===== config.mk =====
export PLATFORM = sky130hd
export DESIGN_NAME = relu_pool_unit_flat
export DESIGN_NICKNAME = d
export VERILOG_FILES = /design/src/rtl/relu_pool_unit_if.sv /design/src/rtl/relu_pool_unit.sv /design/src/flat_wrapper.sv
export SDC_FILE = /design/constraint.sdc
export NUM_CORES = 1
export LEC_CHECK = 0
export CORE_UTILIZATION = 45
export DETAILED_ROUTE_END_ITERATION = 7
export GPL_ROUTABILITY_DRIVEN = 0
export PLACE_DENSITY_LB_ADDON = 0.1
export RECOVER_POWER = 25
export SYNTH_ARGS = -nofsm -noshare
export SYNTH_HDL_FRONTEND = slang
export SYNTH_SLANG_ARGS = --single-unit

===== constraint.sdc =====
create_clock -name clk -period 3.6 [get_ports clk]
set_input_delay 0.72 -clock clk [delete_from_list [all_inputs] [get_ports clk]]
set_output_delay 0.72 -clock clk [all_outputs]
set_load 0.01 [all_outputs]

===== src/rtl/relu_pool_unit_if.sv =====
// Stream bundle for relu_pool_unit: accumulator samples in, pooled samples out.
interface relu_pool_unit_if #(
  parameter int ACC_W = 20,
  parameter int OUT_W = 8
);
  logic                    in_valid;
  logic                    in_ready;
  logic signed [ACC_W-1:0] in_data;
  logic                    out_valid;
  logic                    out_ready;
  logic signed [OUT_W-1:0] out_data;

  // upstream MAC / downstream writer side
  modport master (
    output in_valid, in_data, out_ready,
    input  in_ready, out_valid, out_data
  );

  // pooling unit side
  modport slave (
    input  in_valid, in_data, out_ready,
    output in_ready, out_valid, out_data
  );
endinterface


===== src/rtl/relu_pool_unit.sv =====
// ReLU + max/average pooling over POOL_SIZE consecutive samples, followed by
// an arithmetic shift and saturation to OUT_W. One result register with a
// simple stall: while a result is waiting, no samples are taken.
module relu_pool_unit #(
  parameter int ACC_W     = 20,
  parameter int OUT_W     = 8,
  parameter int POOL_SIZE = 4,
  parameter int SHIFT     = 0,
  parameter int GCNT_W    = 12
) (
  input  logic              clk,
  input  logic              reset_b,
  input  logic              start,
  input  logic              relu_en,
  input  logic              pool_mode,
  relu_pool_unit_if.slave   bus,
  output logic              sat_flag,
  output logic [GCNT_W-1:0] group_count
);

  localparam int LOG2P = $clog2(POOL_SIZE);
  localparam int SUM_W = ACC_W + LOG2P;
  localparam logic [LOG2P-1:0]        IDX_LAST = LOG2P'(POOL_SIZE - 1);
  localparam logic [LOG2P-1:0]        IDX_ONE  = LOG2P'(1);
  localparam logic signed [SUM_W-1:0] SAT_MAX  = SUM_W'((2 ** (OUT_W - 1)) - 1);
  localparam logic signed [SUM_W-1:0] SAT_MIN  = SUM_W'(-(2 ** (OUT_W - 1)));

  logic [LOG2P-1:0]        idx;
  logic signed [SUM_W-1:0] acc;
  logic signed [SUM_W-1:0] x_ext;
  logic signed [SUM_W-1:0] acc_next;
  logic signed [SUM_W-1:0] red;
  logic signed [SUM_W-1:0] q;
  logic signed [OUT_W-1:0] q_sat;
  logic signed [OUT_W-1:0] out_data_q;
  logic                    out_valid_q;
  logic                    clip;
  logic                    accept;
  logic                    handoff;
  logic                    last;

  // start forces in_ready low so a sample in the start cycle is never counted
  assign bus.in_ready  = !start && !(out_valid_q && !bus.out_ready);
  assign bus.out_valid = out_valid_q;
  assign bus.out_data  = out_data_q;

  assign accept  = bus.in_valid && bus.in_ready;
  assign handoff = out_valid_q && bus.out_ready;
  assign last    = (idx == IDX_LAST);

  // ReLU, reduction step, then pooled result with shift and saturation
  always_comb begin
    x_ext = {{LOG2P{bus.in_data[ACC_W-1]}}, bus.in_data};
    if (relu_en && bus.in_data[ACC_W-1]) begin
      x_ext = '0;
    end

    acc_next = x_ext;
    if (idx != '0) begin
      if (pool_mode) begin
        acc_next = acc + x_ext;
      end else if (x_ext < acc) begin
        acc_next = acc;
      end
    end

    red = pool_mode ? (acc_next >>> LOG2P) : acc_next;
    q   = red >>> SHIFT;

    clip  = 1'b0;
    q_sat = q[OUT_W-1:0];
    if (q > SAT_MAX) begin
      clip  = 1'b1;
      q_sat = SAT_MAX[OUT_W-1:0];
    end else if (q < SAT_MIN) begin
      clip  = 1'b1;
      q_sat = SAT_MIN[OUT_W-1:0];
    end
  end

  // group state, result register, sticky saturation and handoff counter
  always_ff @(posedge clk or posedge reset_b) begin
    if (reset_b) begin
      idx         <= '0;
      acc         <= '0;
      out_valid_q <= 1'b0;
      out_data_q  <= '0;
      sat_flag    <= 1'b0;
      group_count <= '0;
    end else if (start) begin
      idx         <= '0;
      acc         <= '0;
      out_valid_q <= 1'b0;
      sat_flag    <= 1'b0;
      group_count <= '0;
    end else begin
      if (accept) begin
        acc <= acc_next;
        idx <= last ? '0 : idx + IDX_ONE;
      end
      // a completing group wins over a handoff so out_valid stays set
      if (accept && last) begin
        out_data_q  <= q_sat;
        out_valid_q <= 1'b1;
        if (clip) begin
          sat_flag <= 1'b1;
        end
      end else if (handoff) begin
        out_valid_q <= 1'b0;
      end
      if (handoff) begin
        group_count <= group_count + GCNT_W'(1);
      end
    end
  end

endmodule


===== src/flat_wrapper.sv =====
// flat-port wrapper written by rule: the top's interface ports become plain ports
module relu_pool_unit_flat 
#(
  parameter int ACC_W     = 20,
  parameter int OUT_W     = 8,
  parameter int POOL_SIZE = 4,
  parameter int SHIFT     = 0,
  parameter int GCNT_W    = 12
)
  (clk, reset_b, start, relu_en, pool_mode, sat_flag, group_count, bus_in_valid, bus_in_data, bus_out_ready, bus_in_ready, bus_out_valid, bus_out_data);
  relu_pool_unit_if #(.ACC_W(ACC_W), .OUT_W(OUT_W)) bus_i ();
  input  logic clk;
  input  logic reset_b;
  input  logic start;
  input  logic relu_en;
  input  logic pool_mode;
  output logic sat_flag;
  output logic [GCNT_W-1:0] group_count;
  input wire logic [$bits(bus_i.in_valid)-1:0] bus_in_valid;
  input wire logic [$bits(bus_i.in_data)-1:0] bus_in_data;
  input wire logic [$bits(bus_i.out_ready)-1:0] bus_out_ready;
  output wire logic [$bits(bus_i.in_ready)-1:0] bus_in_ready;
  output wire logic [$bits(bus_i.out_valid)-1:0] bus_out_valid;
  output wire logic [$bits(bus_i.out_data)-1:0] bus_out_data;
  assign bus_i.in_valid = bus_in_valid;
  assign bus_i.in_data = bus_in_data;
  assign bus_i.out_ready = bus_out_ready;
  assign bus_in_ready = bus_i.in_ready;
  assign bus_out_valid = bus_i.out_valid;
  assign bus_out_data = bus_i.out_data;
  relu_pool_unit #(.ACC_W(ACC_W), .OUT_W(OUT_W), .POOL_SIZE(POOL_SIZE), .SHIFT(SHIFT), .GCNT_W(GCNT_W)) u_core (.clk(clk), .reset_b(reset_b), .start(start), .relu_en(relu_en), .pool_mode(pool_mode), .bus(bus_i), .sat_flag(sat_flag), .group_count(group_count));
endmodule

### Yosys cells after proc, flatten, opt, wreduce, memory -nomap -nowiden

Cells that the tools add are included.
Widths: inputs -> output; s select.

* word-level logic and storage cells: 53
* register bits after elaboration: 46

* multiplexer cells: 22
* reduce and logical (&&, ||, !) cells: 17
* $add $sub $neg: 3
* bitwise operators: 1
* equal/unequal tests: 1
* magnitude comparators: 3

Operators by type and width (count)
* $mux 22: 6
* $mux 12: 2
* $add 22x22->22: 1
* $gt 22x8->1 const B: 1
* $lt 22x22->1: 1
* $lt 22x8->1 const B: 1
* $mux 21: 1
* $mux 8: 2
* $add 12x1->12 const B: 1
* $reduce_bool 2->1: 5
* $mux 1: 8
* $logic_and 1x1->1: 6
* $mux 2: 3
* $reduce_and 2->1: 2
* $logic_not 1->1: 3
* $reduce_bool 3->1: 1
* $add 2x1->2 const B: 1
* $eq 2x2->1 const B: 1
* $not 1->1: 1

### Logic depth before layout (Yosys ltp)

* depth in word-level cells: 13
* depth in mapped cells: 17
* gate-level depth less buffers: 15

### Worst setup path before layout

OpenSTA, ideal clock, no wires.

* path kind: input to register
* from: input relu_en
* to: register u_core.out_data_q[0], in the netlist u_core.bus.out_data[0]
* stages on the path: 17
* slack: -678 ps
* data arrival time: 4192 ps
* cells stage by stage: nand2_1 -> clkbuf_1 -> nand2_1 -> inv_1 -> ha_1 -> buf_2 -> nand4_1 -> or4_4 -> a311oi_4 -> o31ai_2 -> nand2_1 -> buf_4 -> mux2i_1 -> a22oi_1 -> a2111oi_2 -> nand4_2 -> a32oi_1

* longest elaborated chain between the ends: 10

RTL lines
* from (decl): RTL line flat_wrapper.sv:15 `input logic relu_en;`
* $logic_and 1x1->1 *: RTL line relu_pool_unit.sv:54 `if (relu_en && bus.in_data[ACC_W-1]) begin`
* $mux 22 *: RTL line relu_pool_unit.sv:54
* $lt 22x22->1: RTL line relu_pool_unit.sv:62 `end else if (x_ext < acc) begin`
* $mux 22: RTL line relu_pool_unit.sv:62
* $mux 22: RTL line relu_pool_unit.sv:60 `if (pool_mode) begin`
* $mux 22 *: RTL line relu_pool_unit.sv:59 `if (idx != '0) begin`
* $mux 21: RTL line relu_pool_unit.sv:67 `red = pool_mode ? (acc_next >>> LOG2P) : acc_next;`
* $lt 22x8->1: RTL line relu_pool_unit.sv:75 `end else if (q < SAT_MIN) begin`
* $mux 8: RTL line relu_pool_unit.sv:75
* $mux 8 *: RTL line relu_pool_unit.sv:72 `if (q > SAT_MAX) begin`
* to (signal assigned): RTL line relu_pool_unit.sv:103 `out_data_q <= q_sat;`
* to (decl): RTL line relu_pool_unit.sv:35 `logic signed [OUT_W-1:0] out_data_q;`

Mark *: on every way between the ends. The rest lies on a longest branch, timed or not.
A chain may end at the register's enable or synchronous reset.

### Worst setup path in the final report

* from: input relu_en
* to: register u_core.out_data_q[1], in the netlist u_core.bus.out_data[1]

The elaborated chain is that of the path after synthesis.

==> reports/results.ini <==
[detailed_routing]
viasPerCell=6.30
wl_per_cell_um=20.7
drtPass1Iterations=6
vias=6180
wl_mm=20.3
ant_nets=0
route.detailed.drc=0
initialDrtViolationCount=600

[timing]
fin_skew_ns=0.0142
hold_violations=0
worst-slew-pin-transition_ns=2.06
fin_crit_ns=3.99
max_slew_margin_pct=-37.8
setup_viol=8
max_freq_mhz=251
worst_slack_ns=-0.387
maxSlewViolCount=47
rsz0062_at_grt=true
fin_crit_sh_pct=111
finalSetupTns_ns=-2.89

[status]
failed_checks=capacitance limit, slew limit, setup timing
status=finished with violations

[yosys]
avgSynthCellArea_sq_um=7.65
synth_ff_type=dfrtp_1
async_flop_share_pct=100
yosys_warnings=0
ys_types=74
ys_seq_area_share_pct=23.2
syn_nets=722
postSynthCellCount=648
synth_edf_count=0
netlist_area_sq_mm=0.00495
ys_seq_elements=46

[cts]
clockBufferDepth=2
cts_root_buf=clkbuf_8
cts_tree=built
cts_sinks=46
clk_latency_ns=0.33
path_clk_slew_ns=0.11
numCtsBuffers=5
htree_levels=2
hold_buffers=0

[global_route]
antenna_found_initial=0
grt_pass1_wl_mm=31.0
grt_max_degree=49
grt_pass1_vias=5910
grt_overflow_total=0
grt_usage_pct=35.0

[setup_path]
cp.arrival_ns=4.24
reg2reg_from=u_core.acc[0]
crit_path_cell_trace=buf_12 -> nand2_8 -> nand2_8 -> inv_4 -> ha_4 -> fa_2 -> nor2b_4 -> o311ai_4 -> a211oi_2 -> a311o_2 -> a211oi_2 -> xnor2_1 -> o211ai_1 -> buf_4 -> nor4_4 -> nand4_4 -> a32oi_2
critical_path_class=in -> reg
startpoint_type=input pin
rr_worst_depth=13
end_kind=flop
cp_num_buf_inv=3
reg2reg_to=u_core.bus.out_data[1]
crit_required_ns=3.85
path_max_fanout=7
max_stage_delay_ns=0.49
r2r_slack_ns=-0.13
path_delay_family=compound AO/OA/AOI/OAI gates
critPathSlowestCell=a311o_2

[min_path]
hp-start=u_core.bus.out_data[7]
hp-class=reg -> reg
hold_path_end=u_core.bus.out_data[7]
min_path_cells=2

[floorplanning]
die-area_sq_mm=0.0114
coreArea_sq_mm=0.0105
die_h_um=107
start_util_pct=47.1
rows=37
io_pins=50
dieWidth_um=107

[finish]
final_common_cell=buf_4
drive_gt1_share_pct=35.3
area_growth_pct=53.6
fin_util_pct=72.4
final_cell_mix=buf_4, nand2_1, nor2_1
final_area_sq_mm=0.00761
stdcell_count=981
finalNetCount=918
n_antenna_cell=0

[power]
leakagePower_uw=0.00331
vdd_ir_drop_max_mv=0.235
powerDensity_mw_per_mm2=334

[place]
dpl_cell_area_sq_mm=0.00667
dp_hpwl_mm=13.5
port_buffers=49
dpl.cell_count=935

[run]
cap_violations=1

stage by stage:
stage                     setup WS, ns  hold slack, ns  total power (uW)
after floorplan                 -0.342           0.484              1320
after global placement           -1.22           0.493              1840
after detailed placement         -1.38           0.479              1860
after CTS                       -0.255           0.527              2380
after global routing            -0.490           0.546              2650
final                           -0.387           0.525              2540
area by class of cell:
type                    instances  area (sq um)
inverters                      56           215
multi-input cells             508          4090
clock buffers                   5          68.8
well taps                     136           170
repair buffers                227          1890
fillers                       742          2900
flip-flops and latches         46          1150
clock inverters                 3          27.5
sequential cells by signal, indices dropped and copies added (netlist names):
signal                flops
u_core.sat_flag           1
u_core.acc               22
u_core.bus.out_valid      1
u_core.bus.out_data       8
u_core.idx                2
u_core.group_count       12
where the power goes:
group / internal (uW) / total (uW) / switching [uW]
Sequential: 558 / 599 / 40.5
Clock: 145 / 389 / 244
Combinational: 704 / 1550 / 849
how the worst max path moves through the flow:
| stage | cells after the start | end | slack [ns] | start |
|---|---|---|---|---|
| floorplan | 16 | u_core.bus.out_data[0] | -0.34 | relu_en |
| global placement | 15 | u_core.bus.out_data[1] | -1.22 | bus_in_data[19] |
| detailed placement | 17 | u_core.bus.out_data[4] | -1.38 | bus_in_data[19] |
| CTS | 18 | u_core.bus.out_data[4] | -0.25 | bus_in_data[1] |
| global route | 16 | u_core.bus.out_data[3] | -0.49 | bus_in_data[13] |
| finish | 17 | u_core.bus.out_data[1] | -0.39 | relu_en |
per-layer routing:
layer	up-vias	GRT usage (%)	routed length, um
li1	2771	-	-
met1	2859	45.3	7970
met2	444	56.1	9130
met3	106	5.96	2160
met4	0	17.5	1060
met5	-	0	0
repair_timing:
| item | in CTS | in global routing |
|---|---|---|
| resized for setup | 77 | 50 |
| gates cloned | 2 | 0 |
| endpoints found under the hold margin | 0 | 0 |
| endpoints found under the setup margin | 31 | 15 |
| pin swaps | 35 | 28 |
| setup buffers | 27 | 9 |
Yosys cell counts (9+ instances only):
master,number,area share [%]
a211oi_1,9,1.4
a21oi_1,52,5.3
a22oi_1,16,2.4
a31oi_1,9,1.1
a32oi_1,9,1.6
and2_1,11,1.4
clkbuf_1,28,2.1
dfrtp_1,46,23
ha_1,46,12
inv_1,54,4.1
nand2_1,63,4.8
nand3_1,17,1.7
nand4_1,10,1.3
nor2_1,59,4.5
nor2b_1,12,1.5
nor3_1,13,1.3
nor4_1,11,1.4
o211ai_1,9,1.4
o21ai_0,28,2.8
o31ai_1,15,2.3
xnor2_1,13,2.3
worst reg2reg max path: cells and delay by family (launching register included):
kind,cells,cell delay (ns)
xor gates and xnor gates,1,0.18
DFF,1,0.43
and+or+nand+nor,3,0.70
AOI/OAI and AO/OA,6,1.64
adders and majority gates,2,0.53
buffers and inverters,1,0.18
logic make-up (layout without fill, tap and decap cells):
logic type,after synthesis,count (layout),share of synthesized area (%)
compound gates,207,207,29.7
xor+xnor,20,20,3.54
fa+ha+maj,47,47,12.0
buf+inv,96,291,7.63
flops,46,46,23.2
mux,6,6,1.21
simple gates,226,228,22.7
(Power assumes the default switching activity.)
